===== src/rtl/sw_btn_dev_io_pkg.sv =====
// rtl/sw_btn_dev_io_pkg.sv - shared GPIO field layout, widths and status-word packing
//
// Purpose: single home for the register field positions and input widths used by
//          the switch/button device and its bus interface.
// Contents:
//   SW_W / BTN_W        : slide-switch and push-button counts
//   IN_W                : total debounced input count (switches then buttons)
//   SW_LSB              : read-word position of the 16 debounced switches
//   BTN_LVL_LSB         : read-word position of the 4 debounced button levels
//   BTN_PRESS_LSB       : read-word position of the sticky press flags, and the
//                         write-1-to-clear position in the control write
//   IRQ_EN_BIT          : control-write bit that loads the interrupt enable
//   pack_status()       : builds the 32-bit read word from flags/levels/switches
package sw_btn_dev_io_pkg;

    localparam int SW_W          = 16;
    localparam int BTN_W         = 4;
    localparam int IN_W          = SW_W + BTN_W;

    localparam int SW_LSB        = 0;
    localparam int BTN_LVL_LSB   = 24;
    localparam int BTN_PRESS_LSB = 28;
    localparam int IRQ_EN_BIT    = 0;

    // Bits 23:16 of the read word are reserved and always read as zero.
    function automatic logic [31:0] pack_status(
        input logic [BTN_W-1:0] press,
        input logic [BTN_W-1:0] lvl,
        input logic [SW_W-1:0]  sw
    );
        logic [31:0] word;
        word = '0;
        word[BTN_PRESS_LSB +: BTN_W] = press;
        word[BTN_LVL_LSB +: BTN_W]   = lvl;
        word[SW_LSB +: SW_W]         = sw;
        return word;
    endfunction

endpackage


===== src/rtl/sw_btn_dev_io_if.sv =====
// rtl/sw_btn_dev_io_if.sv - CPU-side GPIO register bus for the switch/button device
//
// Purpose: groups the CPU strobes, write data, read data and interrupt line.
// Signals:
//   GPIOe0000000_re : read strobe for the input-device register (CPU -> device)
//   GPIOe0000000_we : write strobe for the control/clear register (CPU -> device)
//   peripheral_in   : 32-bit write data (CPU -> device)
//   peripheral_out  : 32-bit registered read data (device -> CPU)
//   btn_irq         : level interrupt request (device -> CPU)
// Modports: master = CPU side, slave = device side.
interface sw_btn_dev_io_if;

    logic        GPIOe0000000_re;
    logic        GPIOe0000000_we;
    logic [31:0] peripheral_in;
    logic [31:0] peripheral_out;
    logic        btn_irq;

    modport master (
        output GPIOe0000000_re,
        output GPIOe0000000_we,
        output peripheral_in,
        input  peripheral_out,
        input  btn_irq
    );

    modport slave (
        input  GPIOe0000000_re,
        input  GPIOe0000000_we,
        input  peripheral_in,
        output peripheral_out,
        output btn_irq
    );

endinterface


===== src/rtl/sw_btn_dev_io_debounce_bit.sv =====
// rtl/sw_btn_dev_io_debounce_bit.sv - two-flop synchronizer plus counter debouncer for one pin
//
// Purpose: brings one raw asynchronous pin into the clk domain and accepts a new
//          level only after DEB_CYCLES consecutive synchronized samples disagree
//          with the current debounced level.
// Parameters:
//   DEB_CYCLES : consecutive differing samples needed to accept a change (2..65535)
// Ports:
//   clk  : clock, falling-edge active
//   rst  : asynchronous active-high reset
//   din  : raw asynchronous pin
//   db   : debounced level
//   rise : one-cycle-early indication that db goes 0->1 on the coming edge
module debounce_bit #(
    parameter int DEB_CYCLES = 50000
) (
    input  logic clk,
    input  logic rst,
    input  logic din,
    output logic db,
    output logic rise
);

    localparam logic [15:0] CNT_LAST = 16'(DEB_CYCLES - 1);

    logic        sync1;
    logic        sync2;
    logic [15:0] cnt;
    logic        differ;
    logic        accept;

    assign differ = (sync2 != db);
    // The counter sits at DEB_CYCLES-1 after that many differing samples; one
    // more differing sample makes the change final.
    assign accept = differ && (cnt == CNT_LAST);
    // Combinational so the press flag sets on the same edge db rises.
    assign rise   = accept && sync2;

    always_ff @(negedge clk or posedge rst) begin
        if (rst) begin
            sync1 <= 1'b0;
            sync2 <= 1'b0;
            cnt   <= '0;
            db    <= 1'b0;
        end else begin
            sync1 <= din;
            sync2 <= sync1;
            if (!differ) begin
                cnt <= '0;
            end else if (accept) begin
                cnt <= '0;
                db  <= sync2;
            end else begin
                cnt <= cnt + 16'd1;
            end
        end
    end

endmodule


===== src/rtl/sw_btn_dev_io.sv =====
// rtl/sw_btn_dev_io.sv - debounced slide-switch and push-button GPIO device with press interrupt
//
// Purpose: debounces 16 switches and 4 buttons, keeps sticky per-button press
//          flags, and exposes them on a CPU read/write register pair.
// Parameters:
//   DEB_CYCLES : consecutive differing samples needed to accept a change (2..65535)
// Ports:
//   clk    : clock, all registers update on the falling edge
//   rst    : asynchronous active-high reset
//   bus    : CPU register bus (slave side): read/write strobes, write data,
//            registered read data, level interrupt
//   sw_in  : 16 raw slide-switch pins
//   btn_in : 4 raw push-button pins, active-high
// Read word : {btn_press[3:0], btn_db[3:0], 8'h00, sw_db[15:0]}
// Write word: bit 0 loads irq_en, bits 31:28 are write-1-to-clear for btn_press
module sw_btn_dev_io
    import sw_btn_dev_io_pkg::*;
#(
    parameter int DEB_CYCLES = 50000
) (
    input  logic                clk,
    input  logic                rst,
    sw_btn_dev_io_if.slave      bus,
    input  logic [SW_W-1:0]     sw_in,
    input  logic [BTN_W-1:0]    btn_in
);

    logic [IN_W-1:0]  raw;
    logic [IN_W-1:0]  db;
    logic [IN_W-1:0]  rise;

    logic [BTN_W-1:0] btn_press;
    logic [BTN_W-1:0] btn_press_next;
    logic             irq_en;
    logic             irq_q;
    logic [31:0]      out_q;

    logic [SW_W-1:0]  sw_db;
    logic [BTN_W-1:0] btn_db;
    logic [BTN_W-1:0] btn_rise;
    logic [BTN_W-1:0] clr_mask;

    // Switches occupy the low input indices, buttons the high ones.
    assign raw = {btn_in, sw_in};

    for (genvar i = 0; i < IN_W; i++) begin : g_deb
        debounce_bit #(
            .DEB_CYCLES(DEB_CYCLES)
        ) u_deb (
            .clk  (clk),
            .rst  (rst),
            .din  (raw[i]),
            .db   (db[i]),
            .rise (rise[i])
        );
    end

    assign sw_db    = db[SW_W-1:0];
    assign btn_db   = db[IN_W-1:SW_W];
    assign btn_rise = rise[IN_W-1:SW_W];
    assign clr_mask = bus.peripheral_in[BTN_PRESS_LSB +: BTN_W];

    // Switch rise indications and the unused write-data bits have no consumer.
    logic unused_bits;
    assign unused_bits = ^{rise[SW_W-1:0], bus.peripheral_in[BTN_PRESS_LSB-1:IRQ_EN_BIT+1]};

    // Clear first, then OR in new presses so a press landing on the clear
    // cycle survives.
    always_comb begin
        btn_press_next = btn_press;
        if (bus.GPIOe0000000_we) begin
            btn_press_next = btn_press & ~clr_mask;
        end
        btn_press_next = btn_press_next | btn_rise;
    end

    always_ff @(negedge clk or posedge rst) begin
        if (rst) begin
            btn_press <= '0;
            irq_en    <= 1'b0;
            irq_q     <= 1'b0;
            out_q     <= '0;
        end else begin
            btn_press <= btn_press_next;
            if (bus.GPIOe0000000_we) begin
                irq_en <= bus.peripheral_in[IRQ_EN_BIT];
            end
            irq_q <= irq_en & (|btn_press);
            // Read captures the current (pre-clear) flags; a concurrent write
            // clears them only for subsequent reads.
            if (bus.GPIOe0000000_re) begin
                out_q <= pack_status(btn_press, btn_db, sw_db);
            end
        end
    end

    assign bus.peripheral_out = out_q;
    assign bus.btn_irq        = irq_q;

endmodule

===== src/flat_wrapper.sv =====
// flat-port wrapper written by rule: the top's interface ports become plain ports
module sw_btn_dev_io_flat import sw_btn_dev_io_pkg::*;
#(
    parameter int DEB_CYCLES = 50000
)
  (clk, rst, sw_in, btn_in, bus_GPIOe0000000_re, bus_GPIOe0000000_we, bus_peripheral_in, bus_peripheral_out, bus_btn_irq);
  sw_btn_dev_io_if bus_i ();
  input  logic clk;
  input  logic rst;
  input  logic [SW_W-1:0] sw_in;
  input  logic [BTN_W-1:0] btn_in;
  input wire logic [$bits(bus_i.GPIOe0000000_re)-1:0] bus_GPIOe0000000_re;
  input wire logic [$bits(bus_i.GPIOe0000000_we)-1:0] bus_GPIOe0000000_we;
  input wire logic [$bits(bus_i.peripheral_in)-1:0] bus_peripheral_in;
  output wire logic [$bits(bus_i.peripheral_out)-1:0] bus_peripheral_out;
  output wire logic [$bits(bus_i.btn_irq)-1:0] bus_btn_irq;
  assign bus_i.GPIOe0000000_re = bus_GPIOe0000000_re;
  assign bus_i.GPIOe0000000_we = bus_GPIOe0000000_we;
  assign bus_i.peripheral_in = bus_peripheral_in;
  assign bus_peripheral_out = bus_i.peripheral_out;
  assign bus_btn_irq = bus_i.btn_irq;
  sw_btn_dev_io #(.DEB_CYCLES(DEB_CYCLES)) u_core (.clk(clk), .rst(rst), .bus(bus_i), .sw_in(sw_in), .btn_in(btn_in));
endmodule

===== config.mk =====
export PLATFORM = sky130hd
export DESIGN_NAME = sw_btn_dev_io_flat
export DESIGN_NICKNAME = d
export VERILOG_FILES = /design/src/rtl/sw_btn_dev_io_pkg.sv /design/src/rtl/sw_btn_dev_io_if.sv /design/src/rtl/sw_btn_dev_io_debounce_bit.sv /design/src/rtl/sw_btn_dev_io.sv /design/src/flat_wrapper.sv
export SDC_FILE = /design/constraint.sdc
export NUM_CORES = 1
export LEC_CHECK = 0
export ABC_AREA = 0
export CAP_MARGIN = 30
export CELL_PAD_IN_SITES_DETAIL_PLACEMENT = 1
export CELL_PAD_IN_SITES_GLOBAL_PLACEMENT = 2
export CORE_ASPECT_RATIO = 0.75
export CORE_MARGIN = 1.5
export CORE_UTILIZATION = 31
export CTS_CLUSTER_SIZE = 25
export DETAILED_ROUTE_END_ITERATION = 10
export PLACE_DENSITY = 0.66
export SYNTH_ARGS = -nofsm -noshare
export SYNTH_HDL_FRONTEND = slang
export SYNTH_SLANG_ARGS = --single-unit

===== constraint.sdc =====
create_clock -name clk -period 14.1 [get_ports clk]
set_input_delay 2.115 -clock clk [delete_from_list [all_inputs] [get_ports clk]]
set_output_delay 2.115 -clock clk [all_outputs]
set_load 0.03 [all_outputs]

**Yosys cells after proc, flatten, opt, wreduce, memory -nomap -nowiden**

Index checks and enable logic that the tools add are counted.

- Register bits: 410
- Input bits: 56

- $add $sub $neg: 20
- Equality and inequality tests: 40
- Muxes and demuxes: 41
- Bitwise gates (word level): 4
- Reduce and logical (&&, ||, !) cells: 45

Operator list:

| operator | count |
|---|---|
| $mux 16 | 40 |
| $add 16x1->16 const B | 20 |
| $eq 16x16->1 const B | 20 |
| $reduce_and 2->1 | 20 |
| $logic_and 1x1->1 | 24 |
| $ne 1x1->1 | 20 |
| $and 4x4->4 | 1 |
| $mux 4 | 1 |
| $not 4->4 | 1 |
| $or 4x4->4 | 1 |
| $reduce_or 4->1 | 1 |
| $and 1x1->1 | 1 |

**Logic depth before layout (Yosys ltp)**

- Depth in word-level cells: 4
- Gate-level depth with buffers: 6
- Gate-level depth less buffers: 5

**By module**

From an unflattened synthesis, not the netlist that was laid out.

- Cells, all modules: 1,877
- Area total of the unflattened synthesis: 20,300.7 um2

Modules (own cells, without submodules):

| module | instances | cells each | area an instance (um2) | seq. area each (um2) |
|---|---|---|---|---|
| debounce_bit | 20 | 90 | 950.9 | 475.5 |
| sw_btn_dev_io | 1 | 77 | 1,282.5 | 750.7 |

==> impl_metrics.tcl <==
set metrics [dict create \
    internal_power_mw 2.05 \
    wl_per_cell_um 14.8 \
    hp-class "reg -> reg" \
    vias 12856 \
    initial_core_util 0.314 \
    synth.avg_cell_area_um2 10.6 \
    ys_seq_area_frac 0.552 \
    grt_pass1_vias 13743 \
    grt_max_degree 120 \
    final_area_mm2 0.0218 \
    insertion_delay_ns 0.57 \
    synth_edf_count 0 \
    cts.reportedPaths.clkPinSlew_ns 0.05 \
    grt_usage 0.136 \
    setup_viol 0 \
    finalHoldViolations 0 \
    vdd_drop_max_v 0.0000667 \
    htreeDepth 2 \
    dp_hpwl_mm 26.0 \
    tritoncts "yes" \
    diodes 0 \
    num_rows 77 \
    register_area_mm2 0.0103 \
    worstPathCellList "clkdlybuf4s50_1" \
    slew_violations 0 \
    start_kind "flop" \
    post_cts_resize_count 0 \
    first_iter_violations 558 \
    max_slew_margin 0.313 \
    core_mm2 0.0592 \
    fillCellCount 6606 \
    yosys.area.top_type_share 0.552 \
    viasPerCell 4.81 \
    antenna_found_initial 0 \
    cp_top_family "buffers and inverters" \
    power_mw 2.64 \
    design.die.area_mm2 0.0615 \
    swShare 0.222 \
    synth.area.top_cells "dfrtn_1 (55%), xnor2_1 (10%), nor2_1 (7.4%), xor2_1 (3.4%), nand3_1 (2.9%)" \
    globalRouteOverflowTotal 0 \
    status "finished, final reports clean" \
    die_h_um 215 \
    clock_sinks 410 \
    crit_path_top_delay_cell "clkdlybuf4s50_1" \
    seqPwrFrac 0.464 \
    crit_required_ns 11.98 \
    cts_root_buf "clkbuf_16" \
    cts_buffer_depth 3 \
    hold_ws_ns 0.294 \
    ys_types 48 \
    drt_pass1_iterations 4 \
    gp_congestion 0.742 \
    wl_mm 39.5 \
    drc_errors 0 \
    portBuffers 53 \
    synthArstFlopShare 1.00 \
    crit_type "reg -> out" \
    areaGrowthSynthToFinish_pct 17.1 \
    worst_pin_slew_ns 1.02 \
    cp.arrival_ns 8.74 \
    cap_violations 0 \
    synth.largest_area_cell "dfrtn_1" \
    nets 1923 \
    drive_gt1_frac 0.0833 \
    grt_pass1_wl_mm 70.2 \
    power_density_mw_per_mm2 121 \
    ios 89 \
    pwr-share-clk 0.504 \
    cp-end-kind "output pin" \
    netlist_instances 1763 \
    cts_hold_buf 0 \
    power_frac_comb 0.032 \
    rsz0062_at_grt "false" \
    drt.antenna.violating_nets 0 \
    yosys_warnings 0 \
    critPathMaxFanout 2 \
    fin_worst_skew_ns 0.0150 \
    ys_seq_elements 410 \
    p_sw_uw 586 \
    p_leak_nw 8.79 \
    cts_buffers 46 \
    cpPeakStageDelay_ns 0.69 \
    path_buf_inv 1 \
    multi_input_area_mm2 0.00799 \
    cts_setup_buffers 0 \
    dp_cells 2589 \
    chipWidth_um 286 \
    placed_area_mm2 0.0201 \
    finalNonFillerCells 2674 \
    synth_area_mm2 0.0186 \
    synth_ff_type "dfrtn_1" \
]
-- power by group through the flow --
| stage | Sequential [mW] | Clock [mW] | Combinational, mW |
|---|---|---|---|
| 2_1_floorplan | 1.24 | 0 | 0.0594 |
| 3_3_place_gp | 1.24 | 0 | 0.0863 |
| 3_5_place_dp | 1.24 | 0 | 0.0888 |
| 4_1_cts | 1.22 | 1.39 | 0.0891 |
| 5_1_grt | 1.23 | 1.44 | 0.0985 |
| 6_report | 1.22 | 1.33 | 0.0840 |
-- path summary, 6_finish.rpt --
kind                                                     startpoint                                      to  slack [ns]  cells past startpoint
min reg2reg                   u_core.g_deb[7].u_deb.sync1$_DFF_NP0_   u_core.g_deb[7].u_deb.sync2$_DFF_NP0_        0.29                      0
max reg2reg                 u_core.g_deb[18].u_deb.cnt[0]$_DFF_NP0_   u_core.g_deb[18].u_deb.db$_DFFE_NP0P_       11.66                      4
max                        u_core.bus.peripheral_out[0]$_DFFE_NP0P_                   bus_peripheral_out[0]        3.24                      1
min in group asynchronous                                       rst  u_core.g_deb[15].u_deb.sync2$_DFF_NP0_        8.88                      2
min                           u_core.g_deb[7].u_deb.sync1$_DFF_NP0_   u_core.g_deb[7].u_deb.sync2$_DFF_NP0_        0.29                      0
max in group asynchronous                                       rst  u_core.g_deb[9].u_deb.cnt[8]$_DFF_NP0_        3.99                      3
-- per-stage QoR --
| step | setup TNS, ns | utilization | worst slack, ns |
|---|---|---|---|
| 2_1_floorplan | -161.92 | - | -0.395 |
| 3_3_place_gp | 0 | 0.340 | 3.29 |
| 3_5_place_dp | 0 | 0.340 | 3.30 |
| 4_1_cts | 0 | 0.368 | 3.20 |
| 5_1_grt | 0 | 0.368 | 3.19 |
| 6_report | 0 | 0.368 | 3.24 |
-- flip-flops by register name (all words and copies together) (netlist names) --
signal                     cells
u_core.bus.peripheral_out     24
u_core.g_deb.u_deb.db         20
u_core.irq_en                  1
u_core.bus.btn_irq             1
u_core.g_deb.u_deb.sync2      20
u_core.g_deb.u_deb.cnt       320
u_core.btn_press               4
u_core.g_deb.u_deb.sync1      20
-- cell families (layout without fill, tap and decap cells) --
logic type      after synthesis  after routing  share of synthesized area
other cells                   1              8                   0.000202
compound gates               25             25                     0.0122
buf+inv                      88            202                     0.0209
simple gates                880            880                      0.236
fa+ha+maj                    20             20                     0.0135
flops                       410            410                      0.552
mux                          45             45                     0.0276
xor+xnor                    294            294                      0.138
-- per-layer routing --
metal / track usage / vias up / part of all wire
met5: 0 / - / 0
met4: 0.0386 / 0 / 0.022
met3: 0.0244 / 58 / 0.029
met2: 0.207 / 111 / 0.44
met1: 0.196 / 6457 / 0.51
li1: - / 6230 / -
-- cells in the final DEF, fill, tap and decap left out, types with 8 or more instances in the layout --
| cell type | Yosys | routed |
|---|---|---|
| dfrtn_1 | 410 | 410 |
| nor2_1 | 365 | 365 |
| xnor2_1 | 221 | 221 |
| nand3_1 | 107 | 107 |
| nand2_1 | 83 | 83 |
| nand4_1 | 80 | 80 |
| nor4_1 | 79 | 79 |
| xor2_1 | 73 | 73 |
| nor3_1 | 57 | 57 |
| clkdlybuf4s50_1 | 0 | 52 |
| inv_1 | 52 | 51 |
| clkbuf_16 | 0 | 47 |
| mux2_2 | 42 | 42 |
| and3_1 | 21 | 21 |
| ha_1 | 20 | 20 |
| nor4bb_1 | 17 | 17 |
| and4_1 | 13 | 13 |
| nor4b_1 | 11 | 11 |
| clkinv_2 | 0 | 11 |
| bufinv_16 | 0 | 9 |
| conb_1 | 1 | 8 |
| clkbuf_8 | 0 | 8 |
| buf_4 | 9 | 8 |
-- cells in the mapped netlist (2+ instances only) --
| master | number |
|---|---|
| a21oi_1 | 6 |
| and2_1 | 2 |
| and3_1 | 21 |
| and4_1 | 13 |
| buf_2 | 8 |
| buf_4 | 9 |
| buf_6 | 2 |
| clkbuf_1 | 17 |
| dfrtn_1 | 410 |
| ha_1 | 20 |
| inv_1 | 52 |
| mux2_2 | 42 |
| mux2_4 | 2 |
| nand2_1 | 83 |
| nand2_2 | 2 |
| nand2b_1 | 3 |
| nand3_1 | 107 |
| nand3b_1 | 7 |
| nand4_1 | 80 |
| nand4b_1 | 5 |
| nor2_1 | 365 |
| nor3_1 | 57 |
| nor4_1 | 79 |
| nor4b_1 | 11 |
| nor4bb_1 | 17 |
| o21ai_0 | 5 |
| o31ai_1 | 4 |
| o41ai_2 | 7 |
| or2_2 | 2 |
| or3_1 | 7 |
| or4_1 | 5 |
| or4_4 | 2 |
| or4b_1 | 2 |
| or4bb_1 | 3 |
| xnor2_1 | 221 |
| xor2_1 | 73 |
-- area by class of cell --
| cell class | count | share of cell area |
|---|---|---|
| flip-flops and latches | 410 | 0.471 |
| multi-input cells | 1272 | 0.367 |
| clock buffers | 57 | 0.0594 |
| well taps | 790 | 0.0454 |
| repair buffers | 65 | 0.0306 |
| clock inverters | 28 | 0.0179 |
| inverters | 52 | 0.00913 |
(Power assumes the default switching activity.)
